<file path="src/rtl/fifo_s1_sf_if.sv">
// Handshake and status bundle for the single-clock static-flag FIFO.
// The producer/credit side drives the master modport; the FIFO takes the slave modport.
interface fifo_s1_sf_if #(
  parameter int WIDTH = 16
) ();
  logic             push_req_n;
  logic             pop_req_n;
  logic             diag_n;
  logic [WIDTH-1:0] data_in;
  logic             empty;
  logic             almost_empty;
  logic             half_full;
  logic             almost_full;
  logic             full;
  logic             error;
  logic [WIDTH-1:0] data_out;

  modport master (
    output push_req_n, pop_req_n, diag_n, data_in,
    input  empty, almost_empty, half_full, almost_full, full, error, data_out
  );

  modport slave (
    input  push_req_n, pop_req_n, diag_n, data_in,
    output empty, almost_empty, half_full, almost_full, full, error, data_out
  );
endinterface

</file>
<file path="src/rtl/fifo_s1_sf.sv">
// Single-clock synchronous FIFO with count-derived status flags.
// Serves as the per-port NoC router output buffer; push/pop requests are active-low.
module fifo_s1_sf #(
  parameter int WIDTH    = 16,
  parameter int DEPTH    = 5,
  parameter int AE_LEVEL = 1,
  parameter int AF_LEVEL = 1,
  parameter int ERR_MODE = 0
) (
  input  logic         clk,
  input  logic         rst,
  fifo_s1_sf_if.slave  bus
);

  localparam int PW = (DEPTH > 1) ? $clog2(DEPTH) : 1;
  localparam int CW = $clog2(DEPTH + 1);

  localparam logic [PW-1:0] PTR_MAX_C  = PW'(DEPTH - 1);
  localparam logic [CW-1:0] DEPTH_C    = CW'(DEPTH);
  localparam logic [CW-1:0] AE_C       = CW'(AE_LEVEL);
  localparam logic [CW-1:0] AF_C       = CW'(DEPTH - AF_LEVEL);
  localparam logic [CW-1:0] HF_C       = CW'((DEPTH + 1) / 2);

  logic [WIDTH-1:0] mem_r [DEPTH];
  logic [PW-1:0]    wr_ptr_r;
  logic [PW-1:0]    rd_ptr_r;
  logic [CW-1:0]    count_r;
  logic             error_r;

  logic             empty_s;
  logic             full_s;
  logic             push_s;
  logic             pop_s;
  logic             do_push_s;
  logic             do_pop_s;
  logic             err_s;
  logic [CW-1:0]    count_nxt_s;

  // Pointers wrap explicitly so DEPTH need not be a power of two.
  function automatic logic [PW-1:0] next_ptr(input logic [PW-1:0] p);
    if (p == PTR_MAX_C) begin
      return {PW{1'b0}};
    end else begin
      return p + PW'(1);
    end
  endfunction

  assign empty_s = (count_r == {CW{1'b0}});
  assign full_s  = (count_r == DEPTH_C);
  assign push_s  = ~bus.push_req_n;
  assign pop_s   = ~bus.pop_req_n;

  // Decide which requests are honoured and whether this cycle over/underflows.
  always_comb begin
    do_pop_s    = 1'b0;
    do_push_s   = 1'b0;
    err_s       = 1'b0;
    count_nxt_s = count_r;
    do_pop_s    = pop_s & ~empty_s;
    // A push into a full FIFO is only legal when a pop frees the slot in the same cycle.
    do_push_s   = push_s & (~full_s | pop_s);
    err_s       = (push_s & ~pop_s & full_s) | (pop_s & empty_s);
    if (do_push_s && !do_pop_s) begin
      count_nxt_s = count_r + CW'(1);
    end else if (do_pop_s && !do_push_s) begin
      count_nxt_s = count_r - CW'(1);
    end else begin
      count_nxt_s = count_r;
    end
  end

  // Storage, pointers, occupancy count and error state.
  always_ff @(posedge clk) begin
    if (rst) begin
      for (int i = 0; i < DEPTH; i++) begin
        mem_r[i] <= {WIDTH{1'b0}};
      end
      wr_ptr_r <= {PW{1'b0}};
      rd_ptr_r <= {PW{1'b0}};
      count_r  <= {CW{1'b0}};
      error_r  <= 1'b0;
    end else if (!bus.diag_n) begin
      wr_ptr_r <= {PW{1'b0}};
      rd_ptr_r <= {PW{1'b0}};
      count_r  <= {CW{1'b0}};
      error_r  <= 1'b0;
    end else begin
      if (do_push_s) begin
        mem_r[wr_ptr_r] <= bus.data_in;
        wr_ptr_r        <= next_ptr(wr_ptr_r);
      end
      if (do_pop_s) begin
        rd_ptr_r <= next_ptr(rd_ptr_r);
      end
      count_r <= count_nxt_s;
      if (ERR_MODE == 0) begin
        error_r <= error_r | err_s;
      end else begin
        error_r <= err_s;
      end
    end
  end

  // Flags decode the count register only, so they carry no input-to-output paths.
  assign bus.empty        = empty_s;
  assign bus.almost_empty = (count_r <= AE_C);
  assign bus.half_full    = (count_r >= HF_C);
  assign bus.almost_full  = (count_r >= AF_C);
  assign bus.full         = full_s;
  assign bus.error        = error_r;
  assign bus.data_out     = mem_r[rd_ptr_r];

endmodule

</file>
<file path="src/flat_wrapper.sv">
// flat-port wrapper written by rule: the top's interface ports become plain ports
module fifo_s1_sf_flat 
#(
  parameter int WIDTH    = 16,
  parameter int DEPTH    = 5,
  parameter int AE_LEVEL = 1,
  parameter int AF_LEVEL = 1,
  parameter int ERR_MODE = 0
)
  (clk, rst, bus_push_req_n, bus_pop_req_n, bus_diag_n, bus_data_in, bus_empty, bus_almost_empty, bus_half_full, bus_almost_full, bus_full, bus_error, bus_data_out);
  fifo_s1_sf_if #(.WIDTH(WIDTH)) bus_i ();
  input  logic clk;
  input  logic rst;
  input wire logic [$bits(bus_i.push_req_n)-1:0] bus_push_req_n;
  input wire logic [$bits(bus_i.pop_req_n)-1:0] bus_pop_req_n;
  input wire logic [$bits(bus_i.diag_n)-1:0] bus_diag_n;
  input wire logic [$bits(bus_i.data_in)-1:0] bus_data_in;
  output wire logic [$bits(bus_i.empty)-1:0] bus_empty;
  output wire logic [$bits(bus_i.almost_empty)-1:0] bus_almost_empty;
  output wire logic [$bits(bus_i.half_full)-1:0] bus_half_full;
  output wire logic [$bits(bus_i.almost_full)-1:0] bus_almost_full;
  output wire logic [$bits(bus_i.full)-1:0] bus_full;
  output wire logic [$bits(bus_i.error)-1:0] bus_error;
  output wire logic [$bits(bus_i.data_out)-1:0] bus_data_out;
  assign bus_i.push_req_n = bus_push_req_n;
  assign bus_i.pop_req_n = bus_pop_req_n;
  assign bus_i.diag_n = bus_diag_n;
  assign bus_i.data_in = bus_data_in;
  assign bus_empty = bus_i.empty;
  assign bus_almost_empty = bus_i.almost_empty;
  assign bus_half_full = bus_i.half_full;
  assign bus_almost_full = bus_i.almost_full;
  assign bus_full = bus_i.full;
  assign bus_error = bus_i.error;
  assign bus_data_out = bus_i.data_out;
  fifo_s1_sf #(.WIDTH(WIDTH), .DEPTH(DEPTH), .AE_LEVEL(AE_LEVEL), .AF_LEVEL(AF_LEVEL), .ERR_MODE(ERR_MODE)) u_core (.clk(clk), .rst(rst), .bus(bus_i));
endmodule
</file>
<file path="config.mk">
export PLATFORM = sky130hd
export DESIGN_NAME = fifo_s1_sf_flat
export DESIGN_NICKNAME = d
export VERILOG_FILES = /design/src/rtl/fifo_s1_sf_if.sv /design/src/rtl/fifo_s1_sf.sv /design/src/flat_wrapper.sv
export SDC_FILE = /design/constraint.sdc
export NUM_CORES = 1
export LEC_CHECK = 0
export CAP_MARGIN = 5
export CELL_PAD_IN_SITES_DETAIL_PLACEMENT = 0
export CELL_PAD_IN_SITES_GLOBAL_PLACEMENT = 1
export CORE_ASPECT_RATIO = 1.4
export CORE_MARGIN = 8
export CORE_UTILIZATION = 45
export CTS_CLUSTER_SIZE = 14
export DETAILED_ROUTE_END_ITERATION = 10
export GPL_ROUTABILITY_DRIVEN = 0
export HOLD_SLACK_MARGIN = 0.1
export PLACE_DENSITY_LB_ADDON = 0.1
export RECOVER_POWER = 25
export SKIP_CTS_REPAIR_TIMING = 1
export SYNTH_ARGS = -nofsm -noshare
export SYNTH_HDL_FRONTEND = slang
export SYNTH_SLANG_ARGS = --single-unit
</file>
<file path="constraint.sdc">
create_clock -name clk -period 3.1 [get_ports clk]
set_clock_uncertainty 0.05 [all_clocks]
set_input_delay 0.465 -clock clk [delete_from_list [all_inputs] [get_ports clk]]
set_output_delay 0.465 -clock clk [all_outputs]
set_load 0.01 [all_outputs]
</file>
Word level (Yosys, flattened, before mapping). Memories as Yosys holds them, arrays and structs flattened. A register that Yosys moved wholly into a read port is not among the register bits. Cells that the tools add are included.

Eq/ne operators: 3. Reduce and logical (&&, ||, !) cells: 8. Multiplexer cells: 15. Bitwise gates (word level): 13. $lt $le $gt $ge: 3. Add/sub/neg operators: 4.

Operator list (count): two-way mux 3 bit (7); two-way mux 16 bit (1); OR reduction 16 bit (1); adder 3 x 1 -> 3 bit (second input constant) (3); equality test 3 bit (second input constant) (3); two-way mux 1 bit (7); bitwise AND 1 bit (5); inverter 1 bit (5); greater-or-equal comparator 3 x 2 -> 1 bit (second input constant) (1); greater-or-equal comparator 3 bit (second input constant) (1); less-or-equal comparator 3 x 1 -> 1 bit (second input constant) (1); logical NOT 3 bit (1); bitwise OR 1 bit (3); subtractor 3 x 1 -> 3 bit (second input constant) (1); logical AND 1 bit (2); logical NOT 1 bit (2); nonzero test 2 bit (1); OR reduction 2 bit (1).

Register bits: 10. Memories: 1. Memory bits (writable): 80. Bits of input ports: 21.

Memory list: u_core.mem_r (words 5, width 16, read ports 1, clocked after memory_dff 1, wr ports 5, RTL line fifo_s1_sf.sv:24) `logic [WIDTH-1:0] mem_r [DEPTH];`.

Longest topological paths before layout. Gate-level depths: netlist (run 1).

Depth after elaboration: 10. Depth in mapped cells: 8. Gate-level depth less buffers: 8.

Least setup slack after synthesis (run 1). No wires, ideal clock.

Path kind: reg-to-reg. Start point: register u_core.count_r[1]. End point: memory u_core.mem_r[6][0], enable pin. Clock period less this slack: 3051 ps. Path buffers: 0. Stages on the path, launching flop included: 5. Setup time: 430 ps. Data arrival time: 2571 ps. Path slack: 49 ps. Cell sequence: dfxtp_1 inv_1 ha_1 a31o_4 nor4_1.

RTL lines: start: declaration (RTL line fifo_s1_sf.sv:27) `logic [CW-1:0] count_r;`; start signal: assignment (RTL line fifo_s1_sf.sv:80) `count_r <= {CW{1'b0}};`; start signal: assignment (RTL line fifo_s1_sf.sv:85) `count_r <= {CW{1'b0}};`; start signal: assignment (RTL line fifo_s1_sf.sv:95) `count_r <= count_nxt_s;`; end: declaration (RTL line fifo_s1_sf.sv:24).

==> impl_metrics.toml, run 1 <==
[outcome]
status = "completed"

[drt]
postRouteAntennaNets = 0
vias = 3346
first_iter_violations = 193
drc = 0
wl_per_cell_um = 19.9
routed_via_density = 5.23
first_pass_iters = 4
finalWirelength_mm = 12.7

[finish]
final_core_util_pct = 55.6
seq_area_um2 = 4110
fin_cells = 640
multi_input_area_um2 = 1840
antenna_cells = 0
drive_gt1_share_pct = 22.5
final.fill_count = 1107
area_growth_pct = 21.0
nNetsFinal = 477

[sta]
hold_viol = 0
min_period_ps = 2860
fin_crit_sh_pct = 92.2
finalSetupTns_ps = 0
finalSetupViolations = 0
drv_slew = 0
relSlewSlack_pct = 37.5
max_freq_mhz = 350
worst_pin_slew_ps = 937
worst_slack_ps = 242
rsz0062_at_grt = "no"

[synthesis]
synthCells = 388
syn_area_um2 = 6120
ys.flop_type = "edfxtp_1"
ys_types = 37
ys_seq_area_share_pct = 67.0
synthArstFlopShare_pct = 0
yosys-top-cells-area = "edfxtp_1 63%, mux4_2 12%, dfxtp_1 4.3%"
synth_fp_nets = 419
yosys.area.top_type = "edfxtp_1"
synth.avg_cell_area_um2 = 15.8
ys_ff_latch = 141
synth_top_area_share_pct = 62.8
yosysWarnings = 0
synth.most_common_cell = "edfxtp_1"
yosys-top-cells-count = "128 x edfxtp_1, 56 x nor2_1, 33 x and2_1"
synth_edf_count = 128

[setup_path]
cp_top_family = "multiplexers"
worst-path-max-fanout = 32
cp_cell_sequence = "buf_12, mux4_2, mux2_2, clkdlybuf4s50_1"
critPathLaunchType = "flip-flop"
slowest_delay_ps = 550
r2r_slack_ps = 560
r2r_end = "u_core.mem_r[1][15]$_SDFFCE_PN0P_"
cp_num_cells = 4
endpoint_kind = "primary output"
r2r-start = "u_core.count_r[1]$_SDFFE_PP0P_"
critical-path-slowest-cell = "mux4_2"
reg2reg_depth = 6
cp.required_ps = 2580
crit_type = "flip-flop to primary output"
crit_path_end = "bus_data_out[9]"
cp.arrival_ps = 2340
timing.critical_path.buf_inv = 2

[die]
ioPinCount = 43
die_x_um = 115
fp.coreArea_um2 = 13300
initial_core_util_pct = 45.9
num_rows = 50
die_area_um2 = 17600
die_y_um = 154

[place]
io_buffers = 42
placed_cells = 609
place_ws_ps = 361
hpwl_mm = 8.29

[clock_network]
tritoncts = "built"
htree_levels = 4
cts.sink_count = 141
ctsRootBufferMaster = "clkbuf_16"
cts_buffer_depth = 2
cts_buffers = 17
clock_latency_ps = 410
clk_pin_slew_ps = 60

[power]
power_density_nw_per_um2 = 611
p_leak_nw = 2.57
p_total_mw = 4.52
vdd_ir_drop_max_mv = 0.369

[flow_run]
maxCapViolCount = 0

[min_path]
hp-class = "flip-flop to flip-flop"

[global_routing]
grt_max_degree = 33
grt-ovfl-total = 0
track_usage_pct = 15.4
grt_pass1_vias = 3650
grt_first_pass_wirelength_mm = 20.1
antenna_found_initial = 0
[where the power goes]
group / leakage (nW) / switching, mW / internal (mW) / total [mW]
Sequential: 1.37 / 0.0205 / 2.12 / 2.14
Clock: 0.297 / 0.758 / 1.34 / 2.10
Combinational: 0.907 / 0.147 / 0.133 / 0.280
Total: 2.57 / 0.925 / 3.60 / 4.52
[cell type report]
type,count,area share [%]
flip-flops and latches,141,55.4
multi-input cells,215,24.9
inverters,11,0.557
clock inverters,14,2.60
clock buffers,17,5.74
repair buffers,60,7.74
well taps,182,3.07
[sequential cells by signal (all words and copies together) (netlist names), named ones only]
name	count
u_core.rd_ptr_r	3
u_core.mem_r	128
u_core.wr_ptr_r	3
u_core.bus.error	1
u_core.count_r	3
[worst register-to-register path, stage by stage, from the launching register on]
cell and delay, ps:
dfxtp_1 350, inv_1 100, ha_1 230, a31o_1 340
nor4_1 350, clkbuf_1 750, and2_1 230
[per-layer routing]
layer  vias up  global-route usage, %  routed length, um
met5         -                      0                  0
met3        12                   3.92                484
met4         0                   5.73                192
met2        70                   27.6               6970
li1       1570                      -                  -
met1      1694                   17.1               5090
[how the worst min path moves through the flow]
| stage | cells past startpoint | endpoint | start |
|---|---|---|---|
| 2_1_floorplan | 2 | flip-flop | u_core.rd_ptr_r[1]$_SDFFE_PP0P_ |
| 3_3_place_gp | 2 | u_core.rd_ptr_r[0]$_SDFFE_PP0P_ | u_core.rd_ptr_r[0]$_SDFFE_PP0P_ |
| 3_5_place_dp | 2 | flip-flop | u_core.rd_ptr_r[1]$_SDFFE_PP0P_ |
| 4_1_cts | 2 | flip-flop | u_core.rd_ptr_r[1]$_SDFFE_PP0P_ |
| 5_1_grt | 2 | flip-flop | u_core.rd_ptr_r[0]$_SDFFE_PP0P_ |
| 6_report | 2 | flip-flop | u_core.rd_ptr_r[1]$_SDFFE_PP0P_ |
[logic make-up (layout without fill, tap and decap cells)]
kind of cell / Yosys count / count (layout) / share of synthesized area (%)
AO/OA/AOI/OAI: 21 / 21 / 2.21
XOR/XNOR: 2 / 2 / 0.286
adder cells (fa/ha/maj): 10 / 10 / 2.04
buffers and inverters: 32 / 102 / 2.66
flip-flops: 141 / 141 / 67.0
multiplexers: 49 / 49 / 14.9
AND/OR/NAND/NOR: 133 / 133 / 10.9
[stage by stage]
step	hold WS (ps)	area, um2
CTS	477	7440
detailed placement	468	6820
global placement	469	6820
finish	471	7410
global route	525	7410
floorplan	430	6120
[layout by cell type, fill, tap and decap left out, types with 2 or more instances in the layout]
cell type and n:
and2_0 6, clkdlybuf4s50_1 24, buf_12 2, or4_4 2
nand4_1 4, clkinvlp_4 2, nand2_1 23, clkinv_2 2
o21ai_0 7, nor3_1 2, inv_1 9, bufinv_16 4
buf_4 14, dfxtp_1 12, a21oi_1 6, nand3b_1 2
inv_6 2, or2_2 2, clkbuf_1 2, dlygate4sd3_1 18
clkbuf_16 17, ha_1 10, nor2b_1 2, edfxtp_1 128
nor2_1 56, clkinv_1 3, clkinv_4 3, nand2b_1 2
nor4_2 2, mux4_2 32, and2_1 27, mux2_2 16
o21bai_1 3
Note: power is estimated with default switching activity, not from simulation.
==> run 2, diff against run 1 <==
- CORE_UTILIZATION: 45 -> 40
==> impl_metrics.toml, run 2 (synthesis results as in run 1) <==
[drt]
wl_per_cell_um = 20.9
vias = 3397
wl_met3_um = 493
drc = 0
met2_length_mm = 7.42
first_iter_violations = 256
finalWirelength_mm = 13.6
highest_layer = "met4"
postRouteAntennaNets = 0
met1_length_mm = 5.45
routed_via_density = 5.22
first_pass_iters = 5

[finish]
drive_gt1_share_pct = 23.1
final_core_util_pct = 49.1
antenna_cells = 0
fin_cells = 651
largest-register = "u_core.mem_r"
area_growth_pct = 20.3
nNetsFinal = 477
largest_register_ffs = 128
fin_area_um2 = 7370
mostFrequentLayoutCell = "edfxtp_1"
layout_common_cells = "128 x edfxtp_1, 56 x nor2_1, 32 x mux4_2, 31 x and2_1, 25 x clkdlybuf4s50_1"

[clock_network]
htree_levels = 4
cts.sink_count = 141
clock_latency_ps = 410
tritoncts = "built"
clk_pin_slew_ps = 60
cts_buffers = 17
cts_buffer_depth = 2
ctsRootBufferMaster = "clkbuf_16"

[global_routing]
grt-ovfl-total = 0
grt_pass1_vias = 3787
antenna_found_initial = 0
grt_first_pass_wirelength_mm = 21.4
track_usage_pct = 14.7
grt_max_degree = 33

[die]
die_x_um = 121
die_y_um = 162
die_area_um2 = 19600
ioPinCount = 43
fp.coreArea_um2 = 15000
initial_core_util_pct = 40.8
num_rows = 53

[setup_path]
critPathLaunchType = "flip-flop"
worst-path-max-fanout = 32
cp.arrival_ps = 2350
cp_top_family = "multiplexers"
critical-path-slowest-cell = "mux4_2"
endpoint_kind = "primary output"
crit_type = "flip-flop to primary output"
cp_cell_sequence = "buf_12, mux4_2, mux2_2, clkdlybuf4s50_1"
cp.required_ps = 2580
slowest_delay_ps = 560
timing.critical_path.buf_inv = 2

[sta]
fin_crit_sh_pct = 92.5
hold_viol = 0
worst_slack_ps = 231
max_freq_mhz = 349
rsz0062_at_grt = "no"
finalSetupViolations = 0
relSlewSlack_pct = 29.6
finalSetupTns_ps = 0
min_period_ps = 2870
worst_pin_slew_ps = 1060
whs_ps = 488
drv_slew = 0

[place]
placed_cells = 619
io_buffers = 42
placed_area_um2 = 6830
place_ws_ps = 499
hpwl_mm = 8.48

[power]
power_density_nw_per_um2 = 585
p_total_mw = 4.31
vdd_ir_drop_max_mv = 0.318
p_leak_nw = 2.54

[outcome]
status = "completed"

[flow_run]
maxCapViolCount = 0

[min_path]
hp-class = "flip-flop to flip-flop"
==> run 2: cell count changes in the layout (fill, tap and decap cells not counted), sizes merged <==
cell | previous run | this run
inv | 11 | 14
clkbuf | 19 | 20
buf | 16 | 17
clkdlybuf4s50 | 24 | 25
bufinv | 4 | 0
clkinvlp | 2 | 4
dlygate4sd3 | 18 | 17
clkinv | 8 | 6
==> run 2: power by group <==
group	switching [mW]	internal, mW	total (mW)
Combinational	0.149	0.134	0.283
Clock	0.807	1.08	1.89
Sequential	0.0202	2.12	2.14
Total	0.976	3.34	4.31
==> run 2: final timing paths <==
| kind | startpoint | end | slack, ps | depth (start not counted) |
|---|---|---|---|---|
| setup reg to reg | u_core.count_r[1]$_SDFFE_PP0P_ | u_core.mem_r[1][0]$_SDFFCE_PN0P_ | 440 | 6 |
| setup / recovery | flip-flop | bus_data_out[8] | 230 | 4 |
| hold / removal | u_core.count_r[1]$_SDFFE_PP0P_ | u_core.count_r[1]$_SDFFE_PP0P_ | 490 | 2 |
| hold reg to reg | u_core.count_r[1]$_SDFFE_PP0P_ | u_core.count_r[1]$_SDFFE_PP0P_ | 490 | 2 |
==> run 2: routing by layer <==
layer	track usage (%)	up-vias
met1	16.2	1729
met2	26.6	79
met5	0	-
li1	-	1567
met4	5.81	0
met3	3.40	22
==> run 2: worst min-delay path: stages (launching register included) <==
cell	delay, ps
dfxtp_1	350
mux2i_1	80
nor2_1	70
==> run 2: final cells by class <==
cell class	instances	area, um2
clock buffers	19	453
clock inverters	13	108
fillers	1322	7620
inverters	11	41.3
multi-input cells	215	1840
flip-flops and latches	141	4110
well taps	192	240
repair buffers	60	577
==> run 3, diff against run 2 <==
- clock period: 3.1 -> 2.46 ns (I/O delays scaled with it)
==> impl_metrics.toml, run 3 (synthesis results as in run 1) <==
[setup_path]
reg2reg_depth = 6
endpoint_kind = "primary output"
critPathLaunchType = "flip-flop"
crit_path_end = "bus_data_out[11]"
crit_type = "flip-flop to primary output"
worst-path-max-fanout = 6
r2r_end = "u_core.mem_r[0][9]$_SDFFCE_PN0P_"
r2r-start = "u_core.count_r[1]$_SDFFE_PP0P_"
cp.required_ps = 2040
r2r_slack_ps = 210
cp.arrival_ps = 2080

[sta]
worst_pin_slew_ps = 427
worst_slack_ps = -41.7
relSlewSlack_pct = 71.5
finalSetupTns_ps = -189
drv_slew = 0
max_freq_mhz = 400
fin_crit_sh_pct = 102
hold_viol = 0
min_period_ps = 2500
finalSetupViolations = 9
rsz0062_at_grt = "yes"

[finish]
final.fill_count = 1291
largest-register = "u_core.mem_r"
final_core_util_pct = 51.4
fin_cells = 674
fin_area_um2 = 7700
antenna_cells = 0
nNetsFinal = 500
layout_common_cells = "128 x edfxtp_1, 56 x nor2_1, 33 x and2_1, 32 x mux4_2, 26 x buf_4"
largest_register_ffs = 128
seq_area_um2 = 4110
mostFrequentLayoutCell = "edfxtp_1"
multi_input_area_um2 = 1880
area_growth_pct = 25.9
drive_gt1_share_pct = 29.7

[power]
p_leak_nw = 2.80
p_total_mw = 5.62
power_density_nw_per_um2 = 729
vdd_ir_drop_max_mv = 0.418

[die]
die_x_um = 121
num_rows = 53
initial_core_util_pct = 40.8
ioPinCount = 43
die_y_um = 162
fp.coreArea_um2 = 15000
die_area_um2 = 19600

[clock_network]
cts_buffers = 17
tritoncts = "built"
cts.sink_count = 141
clock_latency_ps = 410
clk_pin_slew_ps = 60
cts_buffer_depth = 2
htree_levels = 4
ctsRootBufferMaster = "clkbuf_16"

[drt]
postRouteAntennaNets = 0
first_iter_violations = 247
vias = 3476
drc = 0
first_pass_iters = 5
routed_via_density = 5.16
wl_per_cell_um = 20.3
finalWirelength_mm = 13.7

[outcome]
status = "finished, violations left"
violations = "setup timing"

[place]
hpwl_mm = 8.77
placed_cells = 630
placed_area_um2 = 7010
io_buffers = 42

[global_routing]
grt_first_pass_wirelength_mm = 21.0
antenna_found_initial = 0
grt_pass1_vias = 3712
grt-ovfl-total = 0
track_usage_pct = 14.5
grt_max_degree = 33

[flow_run]
maxCapViolCount = 0

[min_path]
hp-class = "flip-flop to flip-flop"
==> run 3: changes by cell type in the layout (fill, tap and decap cells not counted), moves of 3 or more <==
| cell | before | now |
|---|---|---|
| clkdlybuf4s50_1 | 25 | 8 |
| buf_4 | 15 | 26 |
| clkbuf_2 | 0 | 10 |
| buf_12 | 2 | 8 |
| buf_6 | 0 | 5 |
| dlymetal6s2s_1 | 0 | 4 |
| bufinv_16 | 0 | 3 |
| o21bai_1 | 3 | 0 |
| o21bai_2 | 0 | 3 |
==> run 3: worst min path at each step <==
stage,start,endpoint,cells after the start
3_5_place_dp,u_core.rd_ptr_r[1]$_SDFFE_PP0P_,flip-flop,2
6_report,u_core.rd_ptr_r[1]$_SDFFE_PP0P_,flip-flop,2
3_3_place_gp,u_core.rd_ptr_r[1]$_SDFFE_PP0P_,flip-flop,2
2_1_floorplan,bus_data_in[0],u_core.mem_r[5][0]$_DFFE_PP_,0
4_1_cts,u_core.rd_ptr_r[1]$_SDFFE_PP0P_,flip-flop,2
5_1_grt,u_core.rd_ptr_r[1]$_SDFFE_PP0P_,flip-flop,2
==> run 3: power by group <==
| group | internal [mW] | switching (mW) |
|---|---|---|
| clock | 1.59 | 0.959 |
| sequential | 2.67 | 0.0270 |
| combinational | 0.178 | 0.193 |
| total | 4.44 | 1.18 |
==> run 3: final cells by class <==
type / instances / share of cell area [%]
clock inverter: 15 / 2.21
multi-input combinational: 215 / 24.4
timing repair buffer: 83 / 10.9
tap: 192 / 3.12
clock buffer: 17 / 5.52
inverter: 11 / 0.536
sequential: 141 / 53.3
==> run 3: per-layer routing <==
metal / track usage (%) / wire, um
met3: 3.30 / 555
met5: 0 / 0
met1: 16.0 / 5380
met4: 5.53 / 181
met2: 26.5 / 7550
==> run 3: worst max-delay path: stages (launching register included) <==
cell	delay, ps
dfxtp_4	380
buf_6	120
buf_6	100
clkbuf_16	140
mux4_2	500
mux2_4	290
buf_6	120
==> run 3: metrics by stage <==
step           hold WS [ps]  setup WS (ps)
6_report                468          -41.7
2_1_floorplan           418           31.2
5_1_grt                 486          -97.0
4_1_cts                 467           -308
3_3_place_gp            450            140
3_5_place_dp            457            142
